==> src/rtl/jk_excite_ctrl.sv <==
// Write-side controller for a JK flip-flop bank: encodes per-bit J/K excitation
// from the target and live Qout, drives it for one clock, verifies, and retries.
module jk_excite_ctrl #(
    parameter int WIDTH     = 8,
    parameter int MAX_RETRY = 3
) (
    input  logic                       clock,
    input  logic                       reset_n,
    input  logic                       req_valid,
    output logic                       req_ready,
    input  logic [WIDTH-1:0]           req_target,
    input  logic [WIDTH-1:0]           q_fb,
    output logic [WIDTH-1:0]           j_out,
    output logic [WIDTH-1:0]           k_out,
    output logic                       done,
    output logic                       err,
    output logic [$clog2(WIDTH+1)-1:0] flips
);

    localparam int FW = $clog2(WIDTH + 1);
    localparam int RW = $clog2(MAX_RETRY + 2);

    typedef enum logic [1:0] {
        IDLE  = 2'd0,
        DRIVE = 2'd1,
        CHECK = 2'd2
    } state_t;

    state_t            state;
    logic [WIDTH-1:0]  target;
    logic [RW-1:0]     retry;

    // Bank cell: J=1,K=1 hold; J=1,K=0 set; J=0 toggle (used only to clear a 1).
    function automatic logic [WIDTH-1:0] enc_j(input logic [WIDTH-1:0] t, input logic [WIDTH-1:0] q);
        return ~(q & ~t);
    endfunction

    function automatic logic [WIDTH-1:0] enc_k(input logic [WIDTH-1:0] t, input logic [WIDTH-1:0] q);
        return ~(t & ~q);
    endfunction

    function automatic logic [FW-1:0] popcount(input logic [WIDTH-1:0] v);
        logic [FW-1:0] cnt;
        cnt = '0;
        for (int i = 0; i < WIDTH; i++) cnt = cnt + FW'(v[i]);
        return cnt;
    endfunction

    // NOTE: j_out/k_out sit in the async reset branch so the bank is forced to
    // hold the instant reset_n falls, without waiting for a clock edge.
    always_ff @(posedge clock or negedge reset_n) begin
        if (!reset_n) begin
            state     <= IDLE;
            req_ready <= 1'b1;
            j_out     <= '1;
            k_out     <= '1;
            done      <= 1'b0;
            err       <= 1'b0;
            flips     <= '0;
            retry     <= '0;
            target    <= '0;
        end else begin
            done <= 1'b0;
            err  <= 1'b0;
            case (state)
                IDLE: begin
                    if (req_valid) begin
                        target    <= req_target;
                        flips     <= popcount(req_target ^ q_fb);
                        j_out     <= enc_j(req_target, q_fb);
                        k_out     <= enc_k(req_target, q_fb);
                        retry     <= '0;
                        req_ready <= 1'b0;
                        state     <= DRIVE;
                    end
                end
                DRIVE: begin
                    j_out <= '1;
                    k_out <= '1;
                    state <= CHECK;
                end
                CHECK: begin
                    if (q_fb == target) begin
                        done      <= 1'b1;
                        req_ready <= 1'b1;
                        state     <= IDLE;
                    end else if (retry < RW'(MAX_RETRY)) begin
                        // Re-encode from live Qout so bits already correct are held, not re-toggled.
                        retry <= retry + RW'(1);
                        j_out <= enc_j(target, q_fb);
                        k_out <= enc_k(target, q_fb);
                        state <= DRIVE;
                    end else begin
                        err       <= 1'b1;
                        req_ready <= 1'b1;
                        state     <= IDLE;
                    end
                end
                default: begin
                    j_out     <= '1;
                    k_out     <= '1;
                    req_ready <= 1'b1;
                    state     <= IDLE;
                end
            endcase
        end
    end

endmodule
==> config.mk <==
export PLATFORM = sky130hd
export DESIGN_NAME = jk_excite_ctrl
export DESIGN_NICKNAME = d
export VERILOG_FILES = /design/src/rtl/jk_excite_ctrl.sv
export SDC_FILE = /design/constraint.sdc
export NUM_CORES = 1
export LEC_CHECK = 0
export CAP_MARGIN = 20
export CORE_AREA = 2 2 76 78
export DETAILED_ROUTE_END_ITERATION = 10
export DIE_AREA = 0 0 78 80
export MAX_ROUTING_LAYER = met4
export PLACE_DENSITY = 0.75
export SYNTH_ARGS = -nofsm -noshare
export SYNTH_HDL_FRONTEND = slang
export SYNTH_SLANG_ARGS = --single-unit
==> constraint.sdc <==
create_clock -name clock -period 1.9 [get_ports clock]
set_input_delay 0.38 -clock clock [delete_from_list [all_inputs] [get_ports clock]]
set_output_delay 0.38 -clock clock [all_outputs]
set_load 0.005 [all_outputs]
# ---- Word level (Yosys, flattened, before mapping)
# Index checks and enable logic that the tools add are counted.
dict set report op_classes {
  n_addsub 8
  n_reduce_logical 6
  order_cmp 1
  n_bitwise 13
  n_eq_ne 7
  n_mux 25
}
# cell n
set ops {}
lappend ops {{inverter 8 bit} 7}
lappend ops {{two-way mux 8 bit} 6}
lappend ops {{bitwise AND 8 bit} 4}
lappend ops {{one-hot mux 8 bit (2 select lines)} 2}
lappend ops {{adder 4 x 1 -> 4 bit} 4}
lappend ops {{two-way mux 1 bit} 10}
lappend ops {{two-way mux 3 bit} 3}
lappend ops {{equality test 8 bit} 1}
lappend ops {{XOR 8 bit} 1}
lappend ops {{!= test 2 bit (second input constant)} 3}
lappend ops {{one-hot mux 2 bit (3 select lines)} 1}
lappend ops {{one-hot mux 3 bit (2 select lines)} 1}
lappend ops {{AND reduction 3 bit} 2}
lappend ops {{adder 3 x 1 -> 4 bit} 1}
lappend ops {{AND reduction 4 bit} 1}
lappend ops {{adder 2 x 1 -> 3 bit} 1}
lappend ops {{adder 3 x 1 -> 3 bit (second input constant)} 1}
lappend ops {{< comparator 3 x 2 -> 1 bit (second input constant)} 1}
lappend ops {{!= test 3 bit (second input constant)} 1}
lappend ops {{one-hot mux 1 bit (3 select lines)} 1}
lappend ops {{adder 1 x 1 -> 2 bit} 1}
lappend ops {{equality test 2 x 1 -> 1 bit (second input constant)} 1}
lappend ops {{equality test 2 bit (second input constant)} 1}
lappend ops {{zero test 2 bit} 1}
lappend ops {{other kinds (4)} 4}
dict set report word_totals {
  regBits 36
  elab_cells 69
  output_inout_bits 23
  input_bits 19
}

# ---- Depth between registers and ports, before layout
dict set report logic_depth {
  ltp_word 8
  mapped_depth 13
  ltp_nobuf 13
}

# ---- Worst setup path before layout
# Ideal clock, no wire load.
dict set report synth_path {
  kind {input to register}
  start {input req_target[0]}
  end {register flips[1]}
  cell_stages 12
  setup_ns 0.083
  t_required_ns 1.817
  path_buffers 0
  arrival_ns 3.127
  path_slack_ns -1.309
  path_cell_list {inv_1 > ha_1 > inv_1 > fa_1 > fa_1 > inv_1 > fa_1 > inv_1 > ha_1 > inv_1 > fa_1 > o21ai_0}
}
dict set report synth_via {
  elab_chain_cells 8
}
# element line_no
set synth_rtl {}
lappend synth_rtl {{from (decl)} 11} ;# input logic [WIDTH-1:0] req_target,
lappend synth_rtl {{XOR 8 bit} 69} ;# flips <= popcount(req_target ^ q_fb);
lappend synth_rtl {{adder 1 x 1 -> 2 bit} 45} ;# for (int i = 0; i < WIDTH; i++) cnt = cnt + FW'(v[i]);
lappend synth_rtl {{adder 2 x 1 -> 3 bit} 45}
lappend synth_rtl {{adder 3 x 1 -> 4 bit} 45}
lappend synth_rtl {{adder 4 x 1 -> 4 bit (4 in series)} 45}
lappend synth_rtl {{to (signal assigned)} 69}
lappend synth_rtl {{to (decl)} 17} ;# output logic [$clog2(WIDTH+1)-1:0] flips
# No other way between the ends.
# A chain may end at the register's enable or synchronous reset.

# ---- Final worst setup path
dict set report layout_path {
  start {input req_target[5]}
  end {register flips[1]}
}
dict set report layout_via {
  elab_chain_cells 4
}
# element line_no
set layout_rtl {}
lappend layout_rtl {{XOR 8 bit} 69}
lappend layout_rtl {{adder 4 x 1 -> 4 bit (3 in series)} 45}
# No other way between the ends.

==> reports/results.tsv <==
metric	value	unit
slowest library cell on the worst path	sky130_fd_sc_hd__fa_1	
logic gate share of total power	53.2	%
path class of the lowest-slack min-delay path	input port to flop	
cell area after technology mapping	2396	um^2
number of levels in the clock H-tree	2	
post-layout net count	371	
total congestion overflow	0	
count of cells along the worst hold path	4	
instance count after placement with tap cells included	373	
Reg2Reg Capture Point	state[0]$_DFFE_PN0P_	
first-pass GRT wire length	8.714	mm
routed wire length	5.112	mm
switching portion of total power	36.00	%
CP peak stage delay	0.54	ns
IO Port Bufs	41	
horizontal die dimension	78	um
hold violation total from the final report	0	
First-pass DRT Iterations	4	
Routed wire per std cell	13.28	um
1st-iter DRT viols	47	
final antenna-violating net count	0	
clock skew after layout	0.006862	ns
crit start category	input port	
Worst Setup End Kind	flop	
Slew @ Worst Pin	0.4713	ns
clock latency on the worst-skew pair	0.29	ns
Post-synth top cells	sky130_fd_sc_hd__inv_1 (51), sky130_fd_sc_hd__ha_1 (36), sky130_fd_sc_hd__mux2i_1 (32)	
clock-pin transition on the worst setup and hold timing paths	0.07	ns
share of async-settable or async-resettable flops after synthesis	100.0	%
tightest slew margin relative to the limit	68.58	%
share of the yosys chip area belonging to registers	38.49	%
routability congestion estimate	0.8007	
overall via count from detail_route	1786	
Max Root-Sink Buffers	2	
largest fanout of any net on the critical path	2	
Yosys reg bits	36	
highest ir drop seen on vdd	0.5879	mV
Std-Cell Core Area	5405	um^2
cell types occupying the most area after synthesis	sky130_fd_sc_hd__dfrtp_1 (20%), sky130_fd_sc_hd__ha_1 (19%), sky130_fd_sc_hd__dfstp_2 (19%)	
clock net sink count	36	
buffering stage count on the worst path with inverters included	6	
worst hold margin	0.3951	ns
final routed DRC violation total	0	
startpoint of the worst-slack reg-to-reg timing path	target[7]$_DFFE_PN0P_	
post-route insts no fill	385	
count of distinct cell types in the synthesized netlist	32	
number of instances in the synthesized netlist	239	
terminating pin of the worst hold path	target[0]$_DFFE_PN0P_	
total number of cells along the worst setup path	12	
minimum period implied by the final worst setup slack	2.866	ns
post-synthesis cell type with the largest combined area	sky130_fd_sc_hd__dfrtp_1	
Setup TNS Final	-3.304	ns
arrival time at the worst endpoint	3.09	ns
R2R setup slack	0.19	ns
Critical Path, Cell by Cell	clkdlybuf4s50_1, inv_2, ha_4, inv_2, fa_1, inv_2, fa_2, inv_2, ha_4, inv_2, fa_2, o21ai_1	
via count of the first global-routing pass	1878	
top achievable clock speed	348.9	MHz
max-capacitance violation count	0	
initial standard-cell utilization of the core	44.33	%
final critical-path setup slack	-0.9662	ns
row count	27	
Static Leakage	1.767	nW
number of enable-type register cells in the synthesized netlist	0	
initial antenna violation count	0	
ratio of total power to cell area	1313	nW/um^2
most frequent cell on the critical path	sky130_fd_sc_hd__inv_2	
via-per-instance ratio	4.639	
Yosys top cell area share	19.84	%
area enclosed by the die boundary	6240	um^2
antenna cells	0	
clock tree from TritonCTS	done	
final worst path period share	150.9	%
cell at the root of the clock tree	sky130_fd_sc_hd__clkbuf_8	
Sw Pwr	1.570	mW
leading cell type by number of instances after synthesis	sky130_fd_sc_hd__inv_1	
filler cell count in the final layout	436	
setup repair after global routing missed its margin	true	
Synthesis Warnings	0	
growth of design area from synthesis to finish	38.54	%
total routing usage reported by global routing	18.78	%
quantity of hold-fixing buffers added after cts	0	
Overall Power	4.360	mW
I/O pin count	42	
Worst Path Required	2.12	ns
failing checks	setup timing	
setup-violating endpoint count in the final report	4	
startpoint of the tightest hold check path	req_target[0]	
internal power contribution	2.790	mW
final HPWL from detailed placement	3.591	mm
number of CTS-inserted buffers	5	
critical setup path kind	input port to flop	
largest net degree at the start of global routing	37	
average size of a mapped cell	10.03	um^2
sequential power share	32.6	%
Clk network pwr share	14.2	%
family with the most delay on the worst path	adder cells	
run status	complete, but fails checks	
Top FF cell, synth	sky130_fd_sc_hd__dfrtp_1	
depth of the most critical reg-to-reg path	7	
max-slew violations	0	
synthesized netlist net count	298	
vertical extent of the die	80	um
share of post-route cells with drive strength above 1	29.07	%
Setup crit start	req_target[5]	
==> final cells by class <==
cell class	count	area (um^2)	area share, %
Multi-Input combinational cell	144	1311	39.50
Sequential cell	36	922.1	27.78
Timing Repair Buffer	73	688.2	20.73
Inverter	52	207.7	6.257
Clock buffer	8	100.1	3.015
Tap cell	72	90.09	2.714
==> sequential cells by signal, indices dropped and copies added (netlist names) <==
signal / cells
done: 1
err: 1
flips: 4
j_out: 8
k_out: 8
req_ready: 1
retry: 3
state: 2
target: 8
==> tightest hold or removal path, delay by kind of cell <==
kind            cells  cell delay, ns
compound gates      1            0.06
buf+inv             2            0.18
simple gates        1            0.03
==> power by group through the flow <==
stage	Clock [mW]	Sequential, mW	Combinational (mW)
finish	0.618	1.42	2.32
global route	0.661	1.47	2.58
CTS	0.634	1.42	2.33
detailed placement	0	1.42	2.14
global placement	0	1.41	2.10
floorplan	0	1.42	1.26
==> placed cells by master, fill, tap and decap left out, types with 2 or more instances in the layout <==
master / Yosys / layout
sky130_fd_sc_hd__nor2b_1: 2 / 2
sky130_fd_sc_hd__clkbuf_8: 0 / 7
sky130_fd_sc_hd__nand3_1: 2 / 2
sky130_fd_sc_hd__inv_2: 1 / 10
sky130_fd_sc_hd__mux2i_1: 32 / 32
sky130_fd_sc_hd__fa_2: 0 / 2
sky130_fd_sc_hd__buf_4: 1 / 29
sky130_fd_sc_hd__nand2_1: 18 / 17
sky130_fd_sc_hd__fa_1: 4 / 2
sky130_fd_sc_hd__a21oi_2: 2 / 2
sky130_fd_sc_hd__o21ai_1: 0 / 2
sky130_fd_sc_hd__nand2b_1: 3 / 3
sky130_fd_sc_hd__inv_1: 51 / 39
sky130_fd_sc_hd__dfrtp_1: 19 / 19
sky130_fd_sc_hd__ha_1: 36 / 30
sky130_fd_sc_hd__nor2_1: 18 / 18
sky130_fd_sc_hd__clkdlybuf4s50_1: 0 / 29
sky130_fd_sc_hd__dfstp_2: 17 / 17
sky130_fd_sc_hd__buf_6: 0 / 5
sky130_fd_sc_hd__o21ai_0: 12 / 10
sky130_fd_sc_hd__ha_4: 0 / 6
sky130_fd_sc_hd__inv_4: 0 / 2
sky130_fd_sc_hd__nor3_1: 2 / 2
sky130_fd_sc_hd__dlygate4sd2_1: 0 / 5
==> worst max path at each step <==
| stage | end | slack (ns) |
|---|---|---|
| after floorplan | flips[1]$_DFFE_PN0P_ | -1.10 |
| after global placement | flips[1]$_DFFE_PN0P_ | -1.78 |
| after detailed placement | flips[2]$_DFFE_PN0P_ | -1.81 |
| after CTS | flips[1]$_DFFE_PN0P_ | -1.02 |
| after global routing | flips[2]$_DFFE_PN0P_ | -1.06 |
| final | flips[1]$_DFFE_PN0P_ | -0.97 |
==> through the flow <==
step	area (um^2)	setup WS, ns	utilization, %
4_1_cts	3298	-1.023	61.02
5_1_grt	3319	-1.062	61.41
3_5_place_dp	3119	-1.812	57.71
6_report	3319	-0.9662	61.41
2_1_floorplan	2446	-1.104	-
3_3_place_gp	3119	-1.777	57.71
==> cell families after synthesis <==
family | Yosys count | synth area share [%]
buffers and inverters | 59 | 10.23
and+or+nand+nor | 49 | 9.191
muxes | 32 | 13.37
adders and majority gates | 40 | 22.14
AOI/OAI and AO/OA | 22 | 6.215
xor gates and xnor gates | 1 | 0.3656
DFF | 36 | 38.49
==> metal layers <==
layer,global-route usage [%],vias to the layer above,wire (um)
li1,-,902,-
met1,21.99,839,2251
met2,32.07,35,2558
met3,4.072,10,141
met4,6.667,0,161
met5,-,-,0
==> timing repair <==
item                       in CTS  in global routing
resized for setup              47                  7
setup endpoints to repair      24                 11
cloned                          1                  0
buffers inserted                2                  1
pin swaps                      12                  4
Power figures use the tool's default switching activity.
